File: src/rtl/uart_rx_param.sv
// Parametrised UART receiver: 2-flop synchroniser, start-bit glitch rejection,
// configurable width/bit order/parity/stop bits, parity and framing error flags.
module uart_rx_param #(
    parameter int CLKS_PER_BIT = 10,
    parameter int DATA_BITS    = 8,
    parameter int PARITY_MODE  = 0,
    parameter int STOP_BITS    = 1,
    parameter int MSB_FIRST    = 1
) (
    input  logic                 i_clk,
    input  logic                 i_rst_n,
    input  logic                 i_rx_data_line,
    output logic                 o_data_ready,
    output logic [DATA_BITS-1:0] o_data_byte_out,
    output logic                 o_parity_err,
    output logic                 o_frame_err,
    output logic                 o_busy
);

    localparam int HALF  = CLKS_PER_BIT / 2;
    localparam int CNT_W = $clog2(CLKS_PER_BIT);
    localparam int BIT_W = $clog2(DATA_BITS + 1);

    localparam logic [CNT_W-1:0] CNT_LAST  = CNT_W'(CLKS_PER_BIT - 1);
    localparam logic [CNT_W-1:0] CNT_HALF  = CNT_W'(HALF - 1);
    localparam logic [BIT_W-1:0] BIT_LAST  = BIT_W'(DATA_BITS - 1);
    localparam logic             STOP_LAST = (STOP_BITS == 2);

    typedef enum logic [2:0] {
        S_IDLE,
        S_START,
        S_DATA,
        S_PARITY,
        S_STOP,
        S_DONE,
        S_BREAK
    } state_t;

    logic                 sync1_reg;
    logic                 sync2_reg;
    logic                 rx_s;
    state_t               state_reg,    state_next;
    logic [CNT_W-1:0]     cnt_reg,      cnt_next;
    logic [BIT_W-1:0]     bit_cnt_reg,  bit_cnt_next;
    logic                 stop_cnt_reg, stop_cnt_next;
    logic [DATA_BITS-1:0] shift_reg,    shift_next;
    logic                 par_bit_reg,  par_bit_next;
    logic                 ferr_reg,     ferr_next;
    logic                 ready_reg,    ready_next;
    logic [DATA_BITS-1:0] data_out_reg, data_out_next;
    logic                 perr_out_reg, perr_out_next;
    logic                 ferr_out_reg, ferr_out_next;

    logic [DATA_BITS-1:0] shifted;
    logic                 xor_all;
    logic                 perr_calc;
    logic                 ferr_now;

    assign rx_s = sync2_reg;

    generate
        if (MSB_FIRST != 0) begin : g_msb_first
            assign shifted = {shift_reg[DATA_BITS-2:0], rx_s};
        end else begin : g_lsb_first
            assign shifted = {rx_s, shift_reg[DATA_BITS-1:1]};
        end
    endgenerate

    // Parity is judged over the data bits plus the received parity bit.
    assign xor_all   = (^shift_reg) ^ par_bit_reg;
    assign perr_calc = (PARITY_MODE == 1) ? xor_all :
                       (PARITY_MODE == 2) ? ~xor_all : 1'b0;
    assign ferr_now  = ferr_reg | ~rx_s;

    always_ff @(posedge i_clk or negedge i_rst_n) begin
        if (!i_rst_n) begin
            sync1_reg    <= 1'b1;
            sync2_reg    <= 1'b1;
            state_reg    <= S_IDLE;
            cnt_reg      <= '0;
            bit_cnt_reg  <= '0;
            stop_cnt_reg <= 1'b0;
            shift_reg    <= '0;
            par_bit_reg  <= 1'b0;
            ferr_reg     <= 1'b0;
            ready_reg    <= 1'b0;
            data_out_reg <= '0;
            perr_out_reg <= 1'b0;
            ferr_out_reg <= 1'b0;
        end else begin
            sync1_reg    <= i_rx_data_line;
            sync2_reg    <= sync1_reg;
            state_reg    <= state_next;
            cnt_reg      <= cnt_next;
            bit_cnt_reg  <= bit_cnt_next;
            stop_cnt_reg <= stop_cnt_next;
            shift_reg    <= shift_next;
            par_bit_reg  <= par_bit_next;
            ferr_reg     <= ferr_next;
            ready_reg    <= ready_next;
            data_out_reg <= data_out_next;
            perr_out_reg <= perr_out_next;
            ferr_out_reg <= ferr_out_next;
        end
    end

    always_comb begin
        state_next    = state_reg;
        cnt_next      = cnt_reg;
        bit_cnt_next  = bit_cnt_reg;
        stop_cnt_next = stop_cnt_reg;
        shift_next    = shift_reg;
        par_bit_next  = par_bit_reg;
        ferr_next     = ferr_reg;
        ready_next    = 1'b0;
        data_out_next = data_out_reg;
        perr_out_next = perr_out_reg;
        ferr_out_next = ferr_out_reg;

        case (state_reg)
            S_IDLE: begin
                cnt_next      = '0;
                bit_cnt_next  = '0;
                stop_cnt_next = 1'b0;
                ferr_next     = 1'b0;
                if (!rx_s) begin
                    state_next = S_START;
                end
            end
            S_START: begin
                if (cnt_reg == CNT_HALF) begin
                    cnt_next   = '0;
                    state_next = rx_s ? S_IDLE : S_DATA;
                end else begin
                    cnt_next = cnt_reg + CNT_W'(1);
                end
            end
            S_DATA: begin
                if (cnt_reg == CNT_LAST) begin
                    cnt_next   = '0;
                    shift_next = shifted;
                    if (bit_cnt_reg == BIT_LAST) begin
                        bit_cnt_next = '0;
                        state_next   = (PARITY_MODE != 0) ? S_PARITY : S_STOP;
                    end else begin
                        bit_cnt_next = bit_cnt_reg + BIT_W'(1);
                    end
                end else begin
                    cnt_next = cnt_reg + CNT_W'(1);
                end
            end
            S_PARITY: begin
                if (cnt_reg == CNT_LAST) begin
                    cnt_next     = '0;
                    par_bit_next = rx_s;
                    state_next   = S_STOP;
                end else begin
                    cnt_next = cnt_reg + CNT_W'(1);
                end
            end
            S_STOP: begin
                if (cnt_reg == CNT_LAST) begin
                    cnt_next  = '0;
                    ferr_next = ferr_now;
                    if (stop_cnt_reg == STOP_LAST) begin
                        // Outputs are loaded on entry so they are valid during DONE.
                        state_next    = S_DONE;
                        ready_next    = 1'b1;
                        data_out_next = shift_reg;
                        perr_out_next = perr_calc;
                        ferr_out_next = ferr_now;
                    end else begin
                        stop_cnt_next = 1'b1;
                    end
                end else begin
                    cnt_next = cnt_reg + CNT_W'(1);
                end
            end
            S_DONE: begin
                state_next = ferr_reg ? S_BREAK : S_IDLE;
            end
            S_BREAK: begin
                if (rx_s) begin
                    state_next = S_IDLE;
                end
            end
            default: begin
                state_next = S_IDLE;
            end
        endcase
    end

    assign o_data_ready    = ready_reg;
    assign o_data_byte_out = data_out_reg;
    assign o_parity_err    = perr_out_reg;
    assign o_frame_err     = ferr_out_reg;
    assign o_busy          = (state_reg != S_IDLE);

endmodule

File: config.mk
export PLATFORM = sky130hd
export DESIGN_NAME = uart_rx_param
export DESIGN_NICKNAME = d
export VERILOG_FILES = /design/src/rtl/uart_rx_param.sv
export SDC_FILE = /design/constraint.sdc
export NUM_CORES = 1
export LEC_CHECK = 0
export ABC_AREA = 1
export CAP_MARGIN = 10
export CORE_ASPECT_RATIO = 0.7
export CORE_MARGIN = 2
export CORE_UTILIZATION = 56
export DETAILED_ROUTE_END_ITERATION = 8
export PLACE_DENSITY_LB_ADDON = 0.2
export SLEW_MARGIN = 20
export SYNTH_ARGS = -nofsm -noshare
export SYNTH_HDL_FRONTEND = slang
export SYNTH_SLANG_ARGS = --single-unit
File: constraint.sdc
create_clock -name i_clk -period 2.1 [get_ports i_clk]
set_clock_uncertainty 0.15 [all_clocks]
set_input_delay 0.21 -clock i_clk [delete_from_list [all_inputs] [get_ports i_clk]]
set_output_delay 0.21 -clock i_clk [all_outputs]
set_load 0.03 [all_outputs]
# Word level (Yosys, flattened, before mapping)
# Cells that the tools add are included.
dict set report word_totals {
  register_bits 33
  inputBits 3
  out_inout_bits 12
  word_cells 69
}
dict set report op_classes {
  addsub 2
  eq_ne 17
  muxes 25
  bitwise_logic 3
  reduce_logical 11
}
# op count
set op_table {}
lappend op_table {{$mux W3} 9}
lappend op_table {{$pmux W3 S7} 1}
lappend op_table {{$mux W4} 4}
lappend op_table {{$ne A2 B2 Y1 const B} 8}
lappend op_table {{$pmux W4 S3} 1}
lappend op_table {{$eq A3 B3 Y1 const B} 3}
lappend op_table {{$add A4 B1 Y4 const B} 2}
lappend op_table {{$eq A4 B3 Y1 const B} 2}
lappend op_table {{$pmux W4 S2} 1}
lappend op_table {{$reduce_and A8 Y1} 1}
lappend op_table {{$eq A3 B2 Y1 const B} 2}
lappend op_table {{$mux W1} 6}
lappend op_table {{$reduce_and A2 Y1} 3}
lappend op_table {{$reduce_bool A3 Y1} 2}
lappend op_table {{$eq A4 B4 Y1 const B} 1}
lappend op_table {{$pmux W1 S2} 2}
lappend op_table {{$reduce_bool A2 Y1} 2}
lappend op_table {{$eq A3 B1 Y1 const B} 1}
lappend op_table {{$logic_not A3 Y1} 1}
lappend op_table {{$reduce_and A3 Y1} 1}
lappend op_table {{$reduce_or A3 Y1} 1}
lappend op_table {{$mux W2} 1}
lappend op_table {{$not A1 Y1} 2}
lappend op_table {{$or A1 B1 Y1} 1}

# Longest topological paths before layout
# Gate-level depths: netlist of the first run.
dict set report logic_depth {
  depth_word 4
  ltp_mapped 10
  ltp_nobuf 9
}

# Worst setup path after synthesis of the first run
# OpenSTA, ideal clock, no wires.
dict set report synth_timing {
  path_kind {register to register}
  startpoint {register cnt_reg[1]}
  endpoint {register data_out_reg[7], in the netlist o_data_byte_out[7]}
  setup_time_ps 118
  arrival_ps 1301
  setup_slack_ps 531
  path_stages_with_launch 9
  path_buffers 1
  synth_period_minus_slack_ps 1569
  path_cell_list {dfrtp_1 > inv_1 > ha_1 > nand3_1 > nor2_4 > nand2_4 > buf_6 > nand2_2 > o21ai_2}
}
dict set report synth_between {
  elab_chain_cells 2
}
# item line
set synth_rtl {}
lappend synth_rtl {{start, declared} 43} ;# logic [CNT_W-1:0] cnt_reg, cnt_next;
lappend synth_rtl {{start signal, assigned} 94} ;# cnt_reg <= cnt_next;
lappend synth_rtl {{$eq A4 B4 Y1} 162} ;# if (cnt_reg == CNT_LAST) begin
lappend synth_rtl {{$reduce_and A3 Y1 (no line)} --}
lappend synth_rtl {{end signal, assigned} 101} ;# data_out_reg <= data_out_next;
lappend synth_rtl {{end, declared} 50} ;# logic [DATA_BITS-1:0] data_out_reg, data_out_next;
# Every way passes these cells.
# A chain may end at the register's enable or synchronous reset.

# Final worst setup path of the first run
dict set report layout_timing {
  startpoint {register state_reg[0]}
  endpoint {output port o_busy}
}
dict set report layout_between {
  elab_chain_cells 1
}
# item line
set layout_rtl {}
lappend layout_rtl {{start, declared} 42} ;# state_t state_reg, state_next;
lappend layout_rtl {{start signal, assigned} 93} ;# state_reg <= state_next;
lappend layout_rtl {{$reduce_bool A3 Y1} 197} ;# assign o_busy = (state_reg != S_IDLE);
lappend layout_rtl {{end, declared} 17} ;# output logic o_busy
# Every way passes these cells.

==> run_results.csv, run 1 <==
group,metric,value,unit
yosys,netlist-cell-type-count,24,
cts,cts_inserted_buffers,5,
sta,fmax,0.515,GHz
critical_path,timing.critical_path.to_type,"output port",
yosys,synthFlopType,"sky130_fd_sc_hd__dfrtp_1",
yosys,synth_largest_area_cell,"sky130_fd_sc_hd__dfrtp_1",
final_layout,post_route_cells_drive_above_1_share,23.7,%
run_status,status,"finished, final reports clean",
power_and_ir_drop,leakage,0.874,nW
cts,cts_htree_levels,2,
placement,gp_congestion,0.842,
run,maxCapViolCount,0,
critical_path,cp_data_required_time,1740,ps
final_layout,layout_common_cells,"sky130_fd_sc_hd__nand2_1 (35), sky130_fd_sc_hd__dfrtp_1 (31), sky130_fd_sc_hd__nand3_1 (21)",
placement,preCtsSetupSlack,255,ps
sta,fin_crit_sh,92.5,%
yosys,postSynthRegisterBits,33,
die,cell_rows,16,
die,num_io_pins,15,
yosys,count_of_flip_flops_with_a_built_in_enable_after_synthesis,0,
yosys,ys_seq_area_share,51.2,%
critical_path,crit_path_max_fanout,6,
critical_path,crit_arrival,1580,ps
sta,period_needed,1940,ps
sta,fin_hold_ws,172,ps
critical_path,critical_path.startpoint_type,"flip-flop",
cts,clock-sinks,33,
grt,remaining_overflow_grt,0,
route,iter_0_drt_violations,83,
final_layout,finish.cell_count_without_fillers,226,
cts,cts_resized,1,
placement,placement.io_buffers,13,
route,wirelength,2.81,mm
route,dr.pass1.iters,4,
final_layout,n_antenna_cell,0,
sta,grt_setup_unrepaired,"no",
critical_path,critical_path_class,"reg2out",
cts,cts-hold-fix-buffers,0,
final_layout,num-nets-final,196,
cts,clk_pin_slew_worst_paths,60,ps
route,antenna_nets_post_route,0,
power_and_ir_drop,power.ir.vdd_worst,0.000812,V
yosys,ys_top_cells_by_area,"sky130_fd_sc_hd__dfrtp_1 (48%), sky130_fd_sc_hd__o21ai_2 (8.7%), sky130_fd_sc_hd__nand2_1 (8.1%)",
sta,finalSetupViolations,0,
die,core_region_area,2760,um2
cts,cts_setup_buffers,0,
placement,dp_hpwl,1.92,mm
yosys,ys_async_sr_fraction,100,%
grt,grt_start_max_net_pins,34,
yosys,postSynthCellCount,171,
yosys,synthesized_netlist_net_count,178,
route,detail_route.vias_per_cell,5.06,
final_layout,syn_to_final_growth,14.9,%
power_and_ir_drop,cellPowerDensity,1010,nW/um2
cts,cts.path.max_buffers,2,
route,drc_errors,0,
grt,antenna_found_initial,0,
cts,tritoncts,"yes",
die,die_y,49.0,um
sta,timing_hold_violations_final,0,
die,die_w,68.2,um
cts,worstSkewPairLatency,280,ps
die,die_outline_area,3340,um2
sta,slew_viol_final,0,
sta,finalWorstSetupSlack,157,ps
die,initial_core_util,58.5,%
grt,first_global_vias,1127,
route,wire_per_inst,12.4,um
critical_path,r2r-start,"cnt_reg[1]$_DFFE_PN0P_",
grt,grt_first_pass_wirelength,5.11,mm
placement,dp.cells,218,
yosys,top_cell_type_s_share_of_synthesized_area,48.0,%
grt,track_usage,21.1,%
worst_hold_path,timing.hold.worst.class,"in2async",
critical_path,setup.worst_path.start,"state_reg[0]$_DFFE_PN0P_",
sta,fin_tns_setup,0,ps
final_layout,final_common_cell,"sky130_fd_sc_hd__nand2_1",
yosys,ys.warnings.count,0,
cts,ctsRootBufferMaster,"sky130_fd_sc_hd__clkbuf_8",
yosys,syn-mean-instance-area,9.45,um2
route,vias,1143,
yosys,mappedNetlistArea,1620,um2
-- cell usage after synthesis, drive strengths merged, types with 2 or more instances --
library cell  number
dfstp              2
inv               22
o21ai             24
nand3             22
xor2               4
nand4              3
ha                 4
nor2               7
nand2             44
dfrtp             31
buf                4
-- final cells by class --
type | count | area (um2)
flip-flops and latches | 33 | 828
inverters | 23 | 86.3
clock buffers | 8 | 90.1
multi-input cells | 111 | 664
fillers | 226 | 905
well taps | 36 | 45.0
repair buffers | 15 | 144
-- where the power goes --
group          leakage, nW  internal, mW  switching, mW
clock               0.0455         0.267          0.213
sequential           0.448         0.696         0.0682
combinational        0.380         0.194          0.432
-- kinds of logic after synthesis --
kind of cell,after synthesis,share of synthesized area [%]
DFF,33,51.2
AOI/OAI and AO/OA,26,11.9
other,1,0.232
xor gates and xnor gates,4,2.17
buffers and inverters,27,7.66
adders and majority gates,4,3.10
and+or+nand+nor,76,23.7
-- layer usage --
metal  part of all wire (%)  GRT usage, %  up-vias
li1                       -             -      584
met1                     47          29.2      523
met2                     46          31.7       30
met3                    5.1          6.24        6
met4                    1.6          7.00        0
met5                      0             0        -
-- metrics by stage --
stage	util, %	instance area (um2)	total power, mW
5_1_grt	67.3	1860	2.01
3_5_place_dp	64.0	1770	1.41
4_1_cts	67.3	1860	1.88
6_report	67.3	1860	1.87
2_1_floorplan	-	1620	1.26
3_3_place_gp	64.0	1770	1.38
-- worst paths after layout --
check,end,depth (start not counted),slack (ps)
worst min register to register,rx_s$_DFF_PN1_,0,210
worst min-delay path,cnt_reg[2]$_DFFE_PN0P_,2,170
worst max-delay path,o_busy,3,160
min in group i_clk,sync1_reg$_DFF_PN1_,1,180
max in group asynchronous,rx_s$_DFF_PN1_,2,1300
worst max register to register,o_frame_err$_DFFE_PN0P_,7,300
-- critical path, cell delays in order (launching register included) --
cell and delay [ps]:
sky130_fd_sc_hd__dfrtp_1 450, sky130_fd_sc_hd__nor2_2 250, sky130_fd_sc_hd__nand2_1 200, sky130_fd_sc_hd__dlygate4sd2_1 400
Note: power is estimated with default switching activity, not from simulation.
==> inputs of run 2 (changes only) <==
- SETUP_SLACK_MARGIN: default -> 0.05
==> results of run 2 <==
No change in the layout: final DEF, timing and power equal those of run 1.
==> inputs of run 3 (changes only) <==
- PLACE_DENSITY_LB_ADDON: 0.2 -> 0.3
==> run 3 against run 2 <==
Design area down 0.40%. Total power down 0.63%. Count of clock-buffer cells in the layout down 2. Worst hold slack better by 6.1 ps. First-iteration DRC count up 37%. Core utilization down 0.27 points. Register-to-register slack better by 60 ps. Fmax down 0.12%. Routed wire length up 7.8%. Die area unchanged. Critical path depth unchanged. Final cell count unchanged. Critical endpoint unchanged. Highest routed layer unchanged.
==> run_results.csv, run 3 (same netlist as run 1, synthesis figures left out) <==
group,metric,value,unit
cts,tritoncts,"yes",
power_and_ir_drop,power.share.switching,39.7,%
critical_path,endpoint,"o_busy",
route,detail_route.vias_per_cell,5.19,
cts,clock-sinks,33,
route,antenna_nets_post_route,0,
critical_path,timing.critical_path.cells,"nor2_2 -> nand2_1 -> dlygate4sd2_1",
power_and_ir_drop,power.share.sequential,41.4,%
final_layout,post_route_cells_drive_above_1_share,24.2,%
power_and_ir_drop,clkPwrFrac,24.1,%
critical_path,ff2ff_path_depth,7,
placement,preCtsSetupSlack,245,ps
critical_path,r2r-start,"cnt_reg[1]$_DFFE_PN0P_",
critical_path,r2r_setup_slack,360,ps
critical_path,crit_arrival,1590,ps
route,wirelength,3.03,mm
route,dr.pass1.iters,5,
die,initial_core_util,58.5,%
critical_path,setup.worst_path.start,"state_reg[0]$_DFFE_PN0P_",
critical_path,critical_path_cell_with_the_highest_stage_delay,"sky130_fd_sc_hd__dfrtp_1",
die,cell_rows,16,
grt,first_global_vias,1214,
route,drc_errors,0,
route,vias,1172,
grt,grt_first_pass_wirelength,5.22,mm
critical_path,worst-path-buf-inv,1,
grt,remaining_overflow_grt,0,
cts,clk_pin_slew_worst_paths,70,ps
power_and_ir_drop,leakage,0.873,nW
power_and_ir_drop,power_dissipated_by_switching_net_loads,738,uW
power_and_ir_drop,share_comb_of_total_power,34.5,%
worst_hold_path,timing.hold.worst.class,"in2async",
final_layout,syn_to_final_growth,14.5,%
critical_path,cp_data_required_time,1740,ps
critical_path,crit_path_max_fanout,6,
cts,cts_inserted_buffers,5,
sta,fmax,0.514,GHz
sta,fin_tns_setup,0,ps
critical_path,timing.critical_path.to_type,"output port",
die,die_outline_area,3340,um2
power_and_ir_drop,power.ir.vdd_worst,0.000730,V
final_layout,layout_common_cells,"sky130_fd_sc_hd__nand2_1 (35), sky130_fd_sc_hd__dfrtp_1 (31), sky130_fd_sc_hd__nand3_1 (21)",
run,maxCapViolCount,0,
cts,worstSkewPairLatency,290,ps
cts,ctsRootBufferMaster,"sky130_fd_sc_hd__clkbuf_8",
cts,cts.path.max_buffers,2,
critical_path,critical_path_class,"reg2out",
final_layout,postLayoutCoreUtil,67.0,%
placement,gp_congestion,0.790,
final_layout,finish.cell_count_without_fillers,226,
critical_path,worstSetupPathDepth,3,
sta,slew_viol_final,0,
sta,timing_hold_violations_final,0,
die,num_io_pins,15,
route,iter_0_drt_violations,114,
sta,fin_crit_sh,92.6,%
grt,grt_start_max_net_pins,34,
sta,finalSetupViolations,0,
cts,cts_setup_buffers,0,
critical_path,critical_path.startpoint_type,"flip-flop",
placement,dp_hpwl,2.10,mm
die,die_y,49.0,um
final_layout,num-nets-final,196,
sta,period_needed,1950,ps
sta,finalWorstSetupSlack,155,ps
final_layout,n_antenna_cell,0,
critical_path,worstReg2RegEnd,"o_data_byte_out[3]$_DFFE_PN0P_",
die,core_region_area,2760,um2
cts,cts_htree_levels,2,
route,wire_per_inst,13.4,um
run_status,status,"finished, final reports clean",
placement,placement.io_buffers,13,
sta,grt_setup_unrepaired,"no",
critical_path,max_stage_delay,460,ps
grt,track_usage,21.3,%
critical_path,path_delay_family,"flip-flops",
power_and_ir_drop,intPower,1.12,mW
die,die_w,68.2,um
power_and_ir_drop,cellPowerDensity,1000,nW/um2
power_and_ir_drop,power,1.86,mW
grt,antenna_found_initial,0,
placement,dp.cells,218,
final_layout,final_common_cell,"sky130_fd_sc_hd__nand2_1",
==> run 3: final cells by class <==
type                       count  area, um2
sequential                    33        828
clock inverter                 2       10.0
inverter                      23       86.3
fill                         212        912
tap                           36       45.0
timing repair buffer          15        144
clock buffer                   6       72.6
multi-input combinational    111        664
==> run 3: per-layer routing <==
metal	vias up	global-route usage [%]	part of all wire (%)
met3	10	7.85	3.7
met5	-	0	0
met4	0	9.33	2.3
li1	581	-	-
met1	561	25.5	43
met2	20	33.8	50
==> run 3: metrics by stage <==
step                      area [um2]  hold WS, ps
final                           1850          178
after global routing            1850          177
after CTS                       1850          181
after detailed placement        1770          197
after global placement          1770          196
after floorplan                 1620         -236
==> run 3: timing repair <==
item,CTS,global route
endpoints found under the setup margin,1,0
hold buffers,0,0
resized for setup,1,0
==> run 3: worst min-delay path by stage <==
stage	start	to	slack [ps]	cells after the start
after floorplan	i_rst_n	bit_cnt_reg[0]$_DFFE_PN0P_	-240	0
after global routing	i_rx_data_line	sync1_reg$_DFF_PN1_	180	1
after global placement	sync1_reg$_DFF_PN1_	rx_s$_DFF_PN1_	200	0
after detailed placement	sync1_reg$_DFF_PN1_	rx_s$_DFF_PN1_	200	0
after CTS	i_rx_data_line	sync1_reg$_DFF_PN1_	180	1
final	i_rst_n	state_reg[2]$_DFFE_PN0P_	180	2
==> run 3: power groups by stage <==
stage / registers (mW) / clock network [mW] / logic (mW)
after floorplan: 0.758 / 0 / 0.499
after global placement: 0.766 / 0 / 0.606
after detailed placement: 0.776 / 0 / 0.643
after CTS: 0.766 / 0.460 / 0.640
after global routing: 0.775 / 0.491 / 0.707
final: 0.769 / 0.448 / 0.642
==> run 3: worst reg2reg max path: stages (launching register included) <==
cell and delay (ps):
sky130_fd_sc_hd__dfrtp_1 400, sky130_fd_sc_hd__inv_1 100, sky130_fd_sc_hd__ha_1 230, sky130_fd_sc_hd__nand3_1 200
sky130_fd_sc_hd__nor2_4 190, sky130_fd_sc_hd__nand2_4 170, sky130_fd_sc_hd__nand2_1 130, sky130_fd_sc_hd__o21ai_2 60
